[config.mk]
export PLATFORM = sky130hd
export DESIGN_NAME = cam_capture_rgb332_flat
export DESIGN_NICKNAME = d
export VERILOG_FILES = /design/src/rtl/cam_capture_rgb332_pkg.sv /design/src/rtl/cam_capture_rgb332_if.sv /design/src/rtl/cam_capture_rgb332_byte_pack.sv /design/src/rtl/cam_capture_rgb332.sv /design/src/flat_wrapper.sv
export SDC_FILE = /design/constraint.sdc
export NUM_CORES = 1
export LEC_CHECK = 0
export ABC_AREA = 1
export CAP_MARGIN = 20
export CORE_UTILIZATION = 40
export CTS_CLUSTER_SIZE = 24
export DETAILED_ROUTE_END_ITERATION = 10
export PLACE_DENSITY_LB_ADDON = 0.05
export SLEW_MARGIN = 20
export SYNTH_ARGS = -nofsm -noshare
export SYNTH_HDL_FRONTEND = slang
export SYNTH_SLANG_ARGS = --single-unit
[constraint.sdc]
create_clock -name pclk -period 4.6 [get_ports pclk]
set_input_delay 1.15 -clock pclk [delete_from_list [all_inputs] [get_ports pclk]]
set_output_delay 1.15 -clock pclk [all_outputs]
set_load 0.005 [all_outputs]
[src/rtl/cam_capture_rgb332_pkg.sv]
// ---------------------------------------------------------------------------
// cam_capture_rgb332_pkg
// Shared camera definitions: capture FSM state encoding, QQVGA geometry and
// the RGB565 -> RGB332 packing used by the capture path, the VGA readout
// path and software-side models.
// ---------------------------------------------------------------------------
package cam_capture_rgb332_pkg;

    // QQVGA geometry
    localparam int H_PIX = 160;
    localparam int V_PIX = 120;
    localparam int NPIX  = H_PIX * V_PIX;

    // Capture FSM state encoding (kept as plain constants for legacy users)
    localparam logic [1:0] ST_IDLE    = 2'd0;
    localparam logic [1:0] ST_VBLANK  = 2'd1;
    localparam logic [1:0] ST_CAPTURE = 2'd2;
    localparam logic [1:0] ST_DONE    = 2'd3;

    // Keep the top three bits of R and G and the top two bits of B.
    function automatic logic [7:0] rgb565_to_rgb332(input logic [15:0] px);
        return {px[15:13], px[10:8], px[4:3]};
    endfunction

endpackage

[src/rtl/cam_capture_rgb332_if.sv]
// ---------------------------------------------------------------------------
// cam_capture_rgb332_if
// Bundles the camera parallel bus (in), the capture enable and the
// frame-buffer write port plus status (out) of the capture stage.
//   master : drives cam_en/vsync/href/px_data, observes the write port
//   slave  : the capture stage itself
// ---------------------------------------------------------------------------
interface cam_capture_rgb332_if #(
    parameter int AW = 15,
    parameter int DW = 8
);
    logic          cam_en;
    logic          vsync;
    logic          href;
    logic [7:0]    px_data;
    logic [AW-1:0] mem_px_addr;
    logic [DW-1:0] mem_px_data;
    logic          px_wr;
    logic          frame_done;
    logic          overflow;

    modport master (
        output cam_en, vsync, href, px_data,
        input  mem_px_addr, mem_px_data, px_wr, frame_done, overflow
    );

    modport slave (
        input  cam_en, vsync, href, px_data,
        output mem_px_addr, mem_px_data, px_wr, frame_done, overflow
    );
endinterface

[src/rtl/cam_capture_rgb332_byte_pack.sv]
// ---------------------------------------------------------------------------
// cam_byte_pack
// Assembles RGB565 byte pairs into RGB332 pixels and issues the write strobe.
//   pclk, rst  : clock, async active-high reset
//   capture_en : FSM is in CAPTURE
//   wr_allow   : frame buffer still has room for another pixel
//   href_q     : registered HREF
//   byte_q     : registered camera byte
//   px_wr      : one-cycle write strobe (registered)
//   px_data    : packed RGB332 pixel, held between writes (registered)
//   drop       : one-cycle pulse for a pixel completed with no room left
// ---------------------------------------------------------------------------
module cam_byte_pack
    import cam_capture_rgb332_pkg::*;
(
    input  logic       pclk,
    input  logic       rst,
    input  logic       capture_en,
    input  logic       wr_allow,
    input  logic       href_q,
    input  logic [7:0] byte_q,
    output logic       px_wr,
    output logic [7:0] px_data,
    output logic       drop
);

    logic       phase_r;
    logic [7:0] hi_r;
    logic       px_wr_r;
    logic [7:0] px_data_r;
    logic       drop_r;
    logic       pix_done_s;

    // A pixel completes on the second valid byte of a pair.
    always_comb begin
        pix_done_s = capture_en && href_q && phase_r;
    end

    // Byte-phase flag, hi-byte latch and registered write/drop generation.
    always_ff @(posedge pclk or posedge rst) begin
        if (rst) begin
            phase_r   <= 1'b0;
            hi_r      <= 8'h00;
            px_wr_r   <= 1'b0;
            px_data_r <= 8'h00;
            drop_r    <= 1'b0;
        end else begin
            px_wr_r <= 1'b0;
            drop_r  <= 1'b0;
            // Leaving a line (or capture) discards any dangling odd byte.
            if (!capture_en || !href_q) begin
                phase_r <= 1'b0;
            end else begin
                phase_r <= ~phase_r;
                if (!phase_r) begin
                    hi_r <= byte_q;
                end
            end
            if (pix_done_s && wr_allow) begin
                px_wr_r   <= 1'b1;
                px_data_r <= rgb565_to_rgb332({hi_r, byte_q});
            end else if (pix_done_s) begin
                drop_r <= 1'b1;
            end
        end
    end

    assign px_wr   = px_wr_r;
    assign px_data = px_data_r;
    assign drop    = drop_r;

endmodule

[src/rtl/cam_capture_rgb332.sv]
// ---------------------------------------------------------------------------
// cam_capture_rgb332
// OV7670 RGB565 capture into an RGB332 frame buffer, locked to VSYNC so only
// whole frames are written.
//   pclk : camera pixel clock, all logic on the rising edge
//   rst  : asynchronous active-high reset
//   bus  : cam_capture_rgb332_if.slave
//          in : cam_en, vsync, href, px_data
//          out: mem_px_addr, mem_px_data, px_wr, frame_done, overflow
// ---------------------------------------------------------------------------
module cam_capture_rgb332 #(
    parameter int AW    = 15,
    parameter int DW    = 8,
    parameter int H_PIX = cam_capture_rgb332_pkg::H_PIX,
    parameter int V_PIX = cam_capture_rgb332_pkg::V_PIX
) (
    input  logic                 pclk,
    input  logic                 rst,
    cam_capture_rgb332_if.slave  bus
);
    import cam_capture_rgb332_pkg::*;

    localparam logic [AW-1:0] LAST_ADDR = AW'(H_PIX * V_PIX - 1);

    logic          vsync_r;
    logic          href_r;
    logic [7:0]    data_r;
    logic [1:0]    state_r;
    logic [1:0]    state_nx_s;
    logic [AW-1:0] addr_r;
    logic          full_r;
    logic          frame_done_r;
    logic          overflow_r;
    logic          start_s;
    logic          px_wr_s;
    logic          drop_s;
    logic [7:0]    px_data_s;

    // Single input register stage; the camera bus shares pclk.
    always_ff @(posedge pclk or posedge rst) begin
        if (rst) begin
            vsync_r <= 1'b0;
            href_r  <= 1'b0;
            data_r  <= 8'h00;
        end else begin
            vsync_r <= bus.vsync;
            href_r  <= bus.href;
            data_r  <= bus.px_data;
        end
    end

    // Next-state logic; capture only starts on a vsync high->low edge seen in VBLANK.
    always_comb begin
        state_nx_s = state_r;
        case (state_r)
            ST_IDLE: begin
                if (bus.cam_en && vsync_r) state_nx_s = ST_VBLANK;
                else                       state_nx_s = ST_IDLE;
            end
            ST_VBLANK: begin
                if (!vsync_r) state_nx_s = ST_CAPTURE;
                else          state_nx_s = ST_VBLANK;
            end
            ST_CAPTURE: begin
                if (vsync_r) state_nx_s = ST_DONE;
                else         state_nx_s = ST_CAPTURE;
            end
            ST_DONE: begin
                if (bus.cam_en) state_nx_s = ST_VBLANK;
                else            state_nx_s = ST_IDLE;
            end
            default: state_nx_s = ST_IDLE;
        endcase
    end

    // Frame start strobe: the VBLANK -> CAPTURE transition.
    always_comb begin
        start_s = (state_r == ST_VBLANK) && !vsync_r;
    end

    // State register and the registered end-of-frame pulse (coincides with DONE).
    always_ff @(posedge pclk or posedge rst) begin
        if (rst) begin
            state_r      <= ST_IDLE;
            frame_done_r <= 1'b0;
        end else begin
            state_r      <= state_nx_s;
            frame_done_r <= (state_r == ST_CAPTURE) && vsync_r;
        end
    end

    // Address counter saturates at the last pixel; full_r marks that it was written.
    always_ff @(posedge pclk or posedge rst) begin
        if (rst) begin
            addr_r     <= {AW{1'b0}};
            full_r     <= 1'b0;
            overflow_r <= 1'b0;
        end else if (start_s) begin
            addr_r     <= {AW{1'b0}};
            full_r     <= 1'b0;
            overflow_r <= 1'b0;
        end else begin
            if (px_wr_s) begin
                if (addr_r == LAST_ADDR) full_r <= 1'b1;
                else                     addr_r <= addr_r + {{(AW-1){1'b0}}, 1'b1};
            end else begin
                full_r <= full_r;
            end
            if (drop_s) overflow_r <= 1'b1;
            else        overflow_r <= overflow_r;
        end
    end

    cam_byte_pack u_pack (
        .pclk       (pclk),
        .rst        (rst),
        .capture_en (state_r == ST_CAPTURE),
        .wr_allow   (!full_r),
        .href_q     (href_r),
        .byte_q     (data_r),
        .px_wr      (px_wr_s),
        .px_data    (px_data_s),
        .drop       (drop_s)
    );

    assign bus.mem_px_addr = addr_r;
    assign bus.mem_px_data = DW'(px_data_s);
    assign bus.px_wr       = px_wr_s;
    assign bus.frame_done  = frame_done_r;
    assign bus.overflow    = overflow_r;

endmodule

[src/flat_wrapper.sv]
// flat-port wrapper written by rule: the top's interface ports become plain ports
module cam_capture_rgb332_flat import cam_capture_rgb332_pkg::*;
#(
    parameter int AW    = 15,
    parameter int DW    = 8,
    parameter int H_PIX = cam_capture_rgb332_pkg::H_PIX,
    parameter int V_PIX = cam_capture_rgb332_pkg::V_PIX
)
  (pclk, rst, bus_cam_en, bus_vsync, bus_href, bus_px_data, bus_mem_px_addr, bus_mem_px_data, bus_px_wr, bus_frame_done, bus_overflow);
  cam_capture_rgb332_if #(.AW(AW), .DW(DW)) bus_i ();
  input  logic pclk;
  input  logic rst;
  input wire logic [$bits(bus_i.cam_en)-1:0] bus_cam_en;
  input wire logic [$bits(bus_i.vsync)-1:0] bus_vsync;
  input wire logic [$bits(bus_i.href)-1:0] bus_href;
  input wire logic [$bits(bus_i.px_data)-1:0] bus_px_data;
  output wire logic [$bits(bus_i.mem_px_addr)-1:0] bus_mem_px_addr;
  output wire logic [$bits(bus_i.mem_px_data)-1:0] bus_mem_px_data;
  output wire logic [$bits(bus_i.px_wr)-1:0] bus_px_wr;
  output wire logic [$bits(bus_i.frame_done)-1:0] bus_frame_done;
  output wire logic [$bits(bus_i.overflow)-1:0] bus_overflow;
  assign bus_i.cam_en = bus_cam_en;
  assign bus_i.vsync = bus_vsync;
  assign bus_i.href = bus_href;
  assign bus_i.px_data = bus_px_data;
  assign bus_mem_px_addr = bus_i.mem_px_addr;
  assign bus_mem_px_data = bus_i.mem_px_data;
  assign bus_px_wr = bus_i.px_wr;
  assign bus_frame_done = bus_i.frame_done;
  assign bus_overflow = bus_i.overflow;
  cam_capture_rgb332 #(.AW(AW), .DW(DW), .H_PIX(H_PIX), .V_PIX(V_PIX)) u_core (.pclk(pclk), .rst(rst), .bus(bus_i));
endmodule
=== Word-level counts from Yosys, hierarchy flattened ===
Index checks and enable logic that the tools add are counted.

* Logic and storage cells: 56
* Output and inout port bits: 26
* Bits of input ports: 13
* Register bits: 49

* Reduce and logical (&&, ||, !) cells: 18
* Multiplexer cells: 17
* $add $sub $neg: 1
* Equality and inequality tests: 5
* Bitwise logic cells: 2

{| class="wikitable"
|+ Operators by type and width
! operator !! count
|-
| $mux W15 || 3
|-
| $add A15 B1 Y15 const B || 1
|-
| $eq A15 B15 Y1 const B || 1
|-
| $mux W1 || 12
|-
| $pmux W2 S4 || 1
|-
| $logic_and A1 B1 Y1 || 6
|-
| $reduce_and A2 Y1 || 3
|-
| $reduce_bool A2 Y1 || 3
|-
| $eq A2 B2 Y1 const B || 2
|-
| $logic_not A1 Y1 || 4
|-
| $eq A2 B1 Y1 const B || 1
|-
| $logic_not A2 Y1 || 1
|-
| $mux W2 || 1
|-
| $ne A2 B1 Y1 const B || 1
|-
| $not A1 Y1 || 2
|-
| $logic_or A1 B1 Y1 || 1
|}

=== Longest topological paths before layout ===
* Word-level depth: 5
* Mapped depth: 9
* Depth with buffers taken out: 9

=== Modules after synthesis ===
Synthesis repeated with hierarchy kept, for this count alone.

* Cell total of the unflattened synthesis: 245
* Area total of the unflattened synthesis: 2129.5 um^2

{| class="wikitable"
|+ Modules (own cells, without submodules)
! module !! seq. area each (um^2) !! cells an instance !! times used !! area each (um^2)
|-
| cam_capture_rgb332 || 750.7 || 176 || 1 || 1452.6
|-
| cam_byte_pack || 425.4 || 69 || 1 || 676.9
|}

=== Worst setup path before layout ===
OpenSTA, ideal clock, no wires.

* Path kind: register to output
* From: reg u_core.u_pack.px_wr_r, in the netlist u_core.u_pack.px_wr
* To: out bus_px_wr
* Cell stages (with the launch flop): 1
* Data required time: 3.450 ns
* Path slack: 3.033 ns
* Arrival: 0.417 ns
* Path buffers: 0
* Cell sequence: dfrtp_1

{| class="wikitable"
|+ RTL lines
! item !! RTL line !! RTL
|-
| start: declaration || cam_capture_rgb332_byte_pack.sv:29 || <nowiki>logic px_wr_r;</nowiki>
|-
| start signal: assignment || cam_capture_rgb332_byte_pack.sv:44 || <nowiki>px_wr_r <= 1'b0;</nowiki>
|-
| start signal: assignment || cam_capture_rgb332_byte_pack.sv:48 || <nowiki>px_wr_r <= 1'b0;</nowiki>
|-
| start signal: assignment || cam_capture_rgb332_byte_pack.sv:60 || <nowiki>px_wr_r <= 1'b1;</nowiki>
|-
| end: declaration || flat_wrapper.sv:19 || <nowiki>output wire logic [$bits(bus_i.px_wr)-1:0] bus_px_wr;</nowiki>
|}

No word-level cell between the ends.

=== Worst setup path after layout ===
* From: reg u_core.addr_r[8], in the netlist u_core.bus.mem_px_addr[8]
* To: out bus_mem_px_addr[8]

{| class="wikitable"
|+ RTL lines
! item !! RTL line !! RTL
|-
| start: declaration || cam_capture_rgb332.sv:30 || <nowiki>logic [AW-1:0] addr_r;</nowiki>
|-
| start signal: assignment || cam_capture_rgb332.sv:95 || <nowiki>addr_r <= {AW{1'b0}};</nowiki>
|-
| start signal: assignment || cam_capture_rgb332.sv:99 || <nowiki>addr_r <= {AW{1'b0}};</nowiki>
|-
| start signal: assignment || cam_capture_rgb332.sv:105 || <nowiki>else addr_r <= addr_r + {{(AW-1){1'b0}}, 1'b1};</nowiki>
|-
| end: declaration || flat_wrapper.sv:17 || <nowiki>output wire logic [$bits(bus_i.mem_px_addr)-1:0] bus_mem_px_addr;</nowiki>
|}

No word-level cell between the ends.

==> flow_summary.yaml <==
timing:
  tightest_slew_ns: 0.7862
  rsz0062_at_grt: "no"
  whs_ns: 0.4531
  slew_headroom: 0.4746
  final-setup-viol-count: 0
  skew_ns: 0.001637
  final.period_utilization: 0.5407
  finalSetupTns_ns: 0
  setup_slack_ns: 2.113
  hold_viol_final: 0
  post-route-min-period_ns: 2.487
  slew_violations: 0
  clock.fmax_mhz: 402.0
critical_path:
  cpMaxStageDelayCell: "clkdlybuf4s50_1"
  worstSetupStartpointType: "flop"
  cp_max_fo: 9
  crit_arrival_ns: 1.34
  crit_buf_inv: 1
  cpPeakStageDelay_ns: 0.55
  critPathKind: "flop to output port"
  path_cells: "clkdlybuf4s50_1"
  cp-end-kind: "output port"
  required_ns: 3.45
  crit_family: "buffers and inverters"
cts:
  cts_setup_buffers: 0
  root_buffer: "clkbuf_8"
  clock_path_buffers: 2
  ctsHoldBuffers: 0
  post_cts_resized: 0
  htree_levels: 2
  cts_tree: "built"
  clock-sinks: 47
  cts_inserted_buffers: 5
  clk_pin_slew_ns: 0.08
  clkLatencyLatePin_ns: 0.29
power:
  p_int_mw: 0.6915
  p_seq_frac: 0.544
  leakagePower_nw: 1.352
  power.switching_mw: 0.2702
  power_frac_comb: 0.206
  ir_drop_uv: 229.0
  clockPowerShare: 0.250
  p_sw_frac: 0.2810
  power_density_mw_per_mm2: 361.0
grt:
  track_usage: 0.1612
  grt_antenna_before_repair: 0
  grt_pass1_wl_microns: 6803
  grt_pass1_vias: 1536
  grt_max_degree: 48
  grt-ovfl-total: 0
layout:
  antenna_cells: 0
  syn2layout_area_growth_pct: 25.31
  layout.nets: 318
  layout-drive-gt1-share: 0.04918
  multi_input_area_sq_um: 798.3
  fin_cells: 375
  nFillCells: 511
  regArea_sq_mm: 0.001176
status:
  status: "finished clean"
placement:
  place_hpwl_microns: 2953
  placed_cells: 366
  place_congestion: 0.7834
  pre_cts_ws_ns: 2.202
  port_buffers: 38
floorplanning:
  fp.dieArea_sq_mm: 0.005610
  core_area_sq_mm: 0.005107
  io_pins: 39
  die_w_microns: 74.90
  num_rows: 26
  start_util: 0.4162
  fp.dieH_microns: 74.90
route:
  postRouteAntennaNets: 0
  first_pass_iters: 4
  vias: 1732
  drt_wl_total_microns: 4130
  remaining_drc_errors: 0
  drt_iter0_markers: 74
  avgRoutedWirePerCell_microns: 11.01
  vias_per_cell: 4.619
min_path:
  hp-class: "flop to flop"
job:
  cap_violations: 0
synthesis:
  ys_warn_count: 0
  yosysTopAreaCell: "dfrtp_1"
  yosysSeqAreaShare: 0.5533
  synth_common_cells: "100 x nand2_1, 47 x dfrtp_1, 30 x inv_1"
  postSynthCellCount: 262
  synthArstFlopShare: 1.000
  synthTopCellsByArea: "dfrtp_1 55%, nand2_1 18%, nand3_1 6.8%"
  ys_seq_elements: 47
  synthFlopType: "dfrtp_1"
  yosysUniqueCellTypes: 20
  syn_area_sq_mm: 0.002126
  syn_nets: 276
  yosysTopAreaCellShare: 0.5533
  synth_edf_count: 0
  synth_most_common_cell: "nand2_1"
  syn_area_per_cell_sq_um: 8.114
==> cell type report <==
class                      instances  share of cell area
clock buffer                       6             0.02724
clock inverter                     2            0.004697
inverter                          31             0.04368
multi-input combinational        180              0.2997
sequential                        47              0.4415
tap                               70             0.03288
timing repair buffer              39              0.1503
==> state kept, by name (all words and copies together) (netlist names), named ones only <==
signal                  flops
u_core.u_pack.hi_r          6
u_core.vsync_r              1
u_core.u_pack.px_data       8
u_core.href_r               1
u_core.bus.overflow         1
u_core.u_pack.drop          1
u_core.state_r              1
u_core.full_r               1
u_core.u_pack.px_wr         1
u_core.bus.mem_px_addr     15
u_core.u_pack.phase_r       1
u_core.data_r               8
u_core.bus.frame_done       1
==> power by group through the flow <==
stage / registers, mW / logic [mW] / clock network, mW
5_1_grt: 0.533 / 0.228 / 0.266
6_report: 0.523 / 0.198 / 0.241
3_5_place_dp: 0.530 / 0.201 / 0
2_1_floorplan: 0.527 / 0.0965 / 0
4_1_cts: 0.523 / 0.202 / 0.251
3_3_place_gp: 0.530 / 0.197 / 0
==> per-stage QoR <==
stage | total power, mW | instance area, sq um | util
2_1_floorplan | 0.6238 | 2126 | -
3_3_place_gp | 0.7267 | 2559 | 0.5010
3_5_place_dp | 0.7312 | 2559 | 0.5010
4_1_cts | 0.9760 | 2644 | 0.5176
5_1_grt | 1.027 | 2664 | 0.5216
6_report | 0.9618 | 2664 | 0.5216
==> cells in the final DEF, fill, tap and decap left out <==
cell type,Yosys,final
nand2_1,100,100
dfrtp_1,47,47
clkdlybuf4s50_1,0,38
inv_1,30,29
nand3_1,29,29
nor2_1,21,21
o21ai_0,7,7
nand4_1,5,5
clkbuf_8,0,5
nor3_1,4,4
xor2_1,4,4
nand2_2,3,3
clkinv_1,1,1
nor3_2,1,1
nor4_1,1,1
inv_2,0,1
nor2_2,1,1
nand2_4,1,1
a21oi_1,1,1
nand3b_1,1,1
ha_1,1,1
clkbuf_1,0,1
clkinvlp_4,0,1
clkinv_2,0,1
buf_12,1,1
==> cell families after synthesis <==
family / count (synthesis) / share of synthesized area
buffers and inverters: 35 / 0.07122
AND/OR/NAND/NOR: 167 / 0.3343
AO/OA/AOI/OAI: 8 / 0.01883
XOR/XNOR: 4 / 0.01648
flip-flops: 47 / 0.5533
adder cells (fa/ha/maj): 1 / 0.005885
==> layer usage <==
layer | up-vias | GRT usage | part of all wire
met1 | 804 | 0.2153 | 0.47
met3 | 4 | 0.02811 | 0.028
met5 | - | 0 | 0
met2 | 28 | 0.2683 | 0.49
li1 | 896 | - | -
met4 | 0 | 0.05031 | 0.0085
==> final timing paths <==
kind                            slack [ns]                 startpoint                        end  cells past startpoint
worst min-delay path                  0.45           u_core.data_r[4]   u_core.u_pack.px_data[1]                      2
worst max register to register        2.78          u_core.state_r[0]  u_core.bus.mem_px_addr[5]                      7
worst max-delay path                  2.11  u_core.bus.mem_px_addr[8]         bus_mem_px_addr[8]                      1
max in group asynchronous             2.95                        rst        u_core.u_pack.px_wr                      3
worst min register to register        0.45           u_core.data_r[4]   u_core.u_pack.px_data[1]                      2
min in group asynchronous             1.16                        rst      u_core.bus.frame_done                      2
No activity file was read; power rests on OpenSTA's default activity.
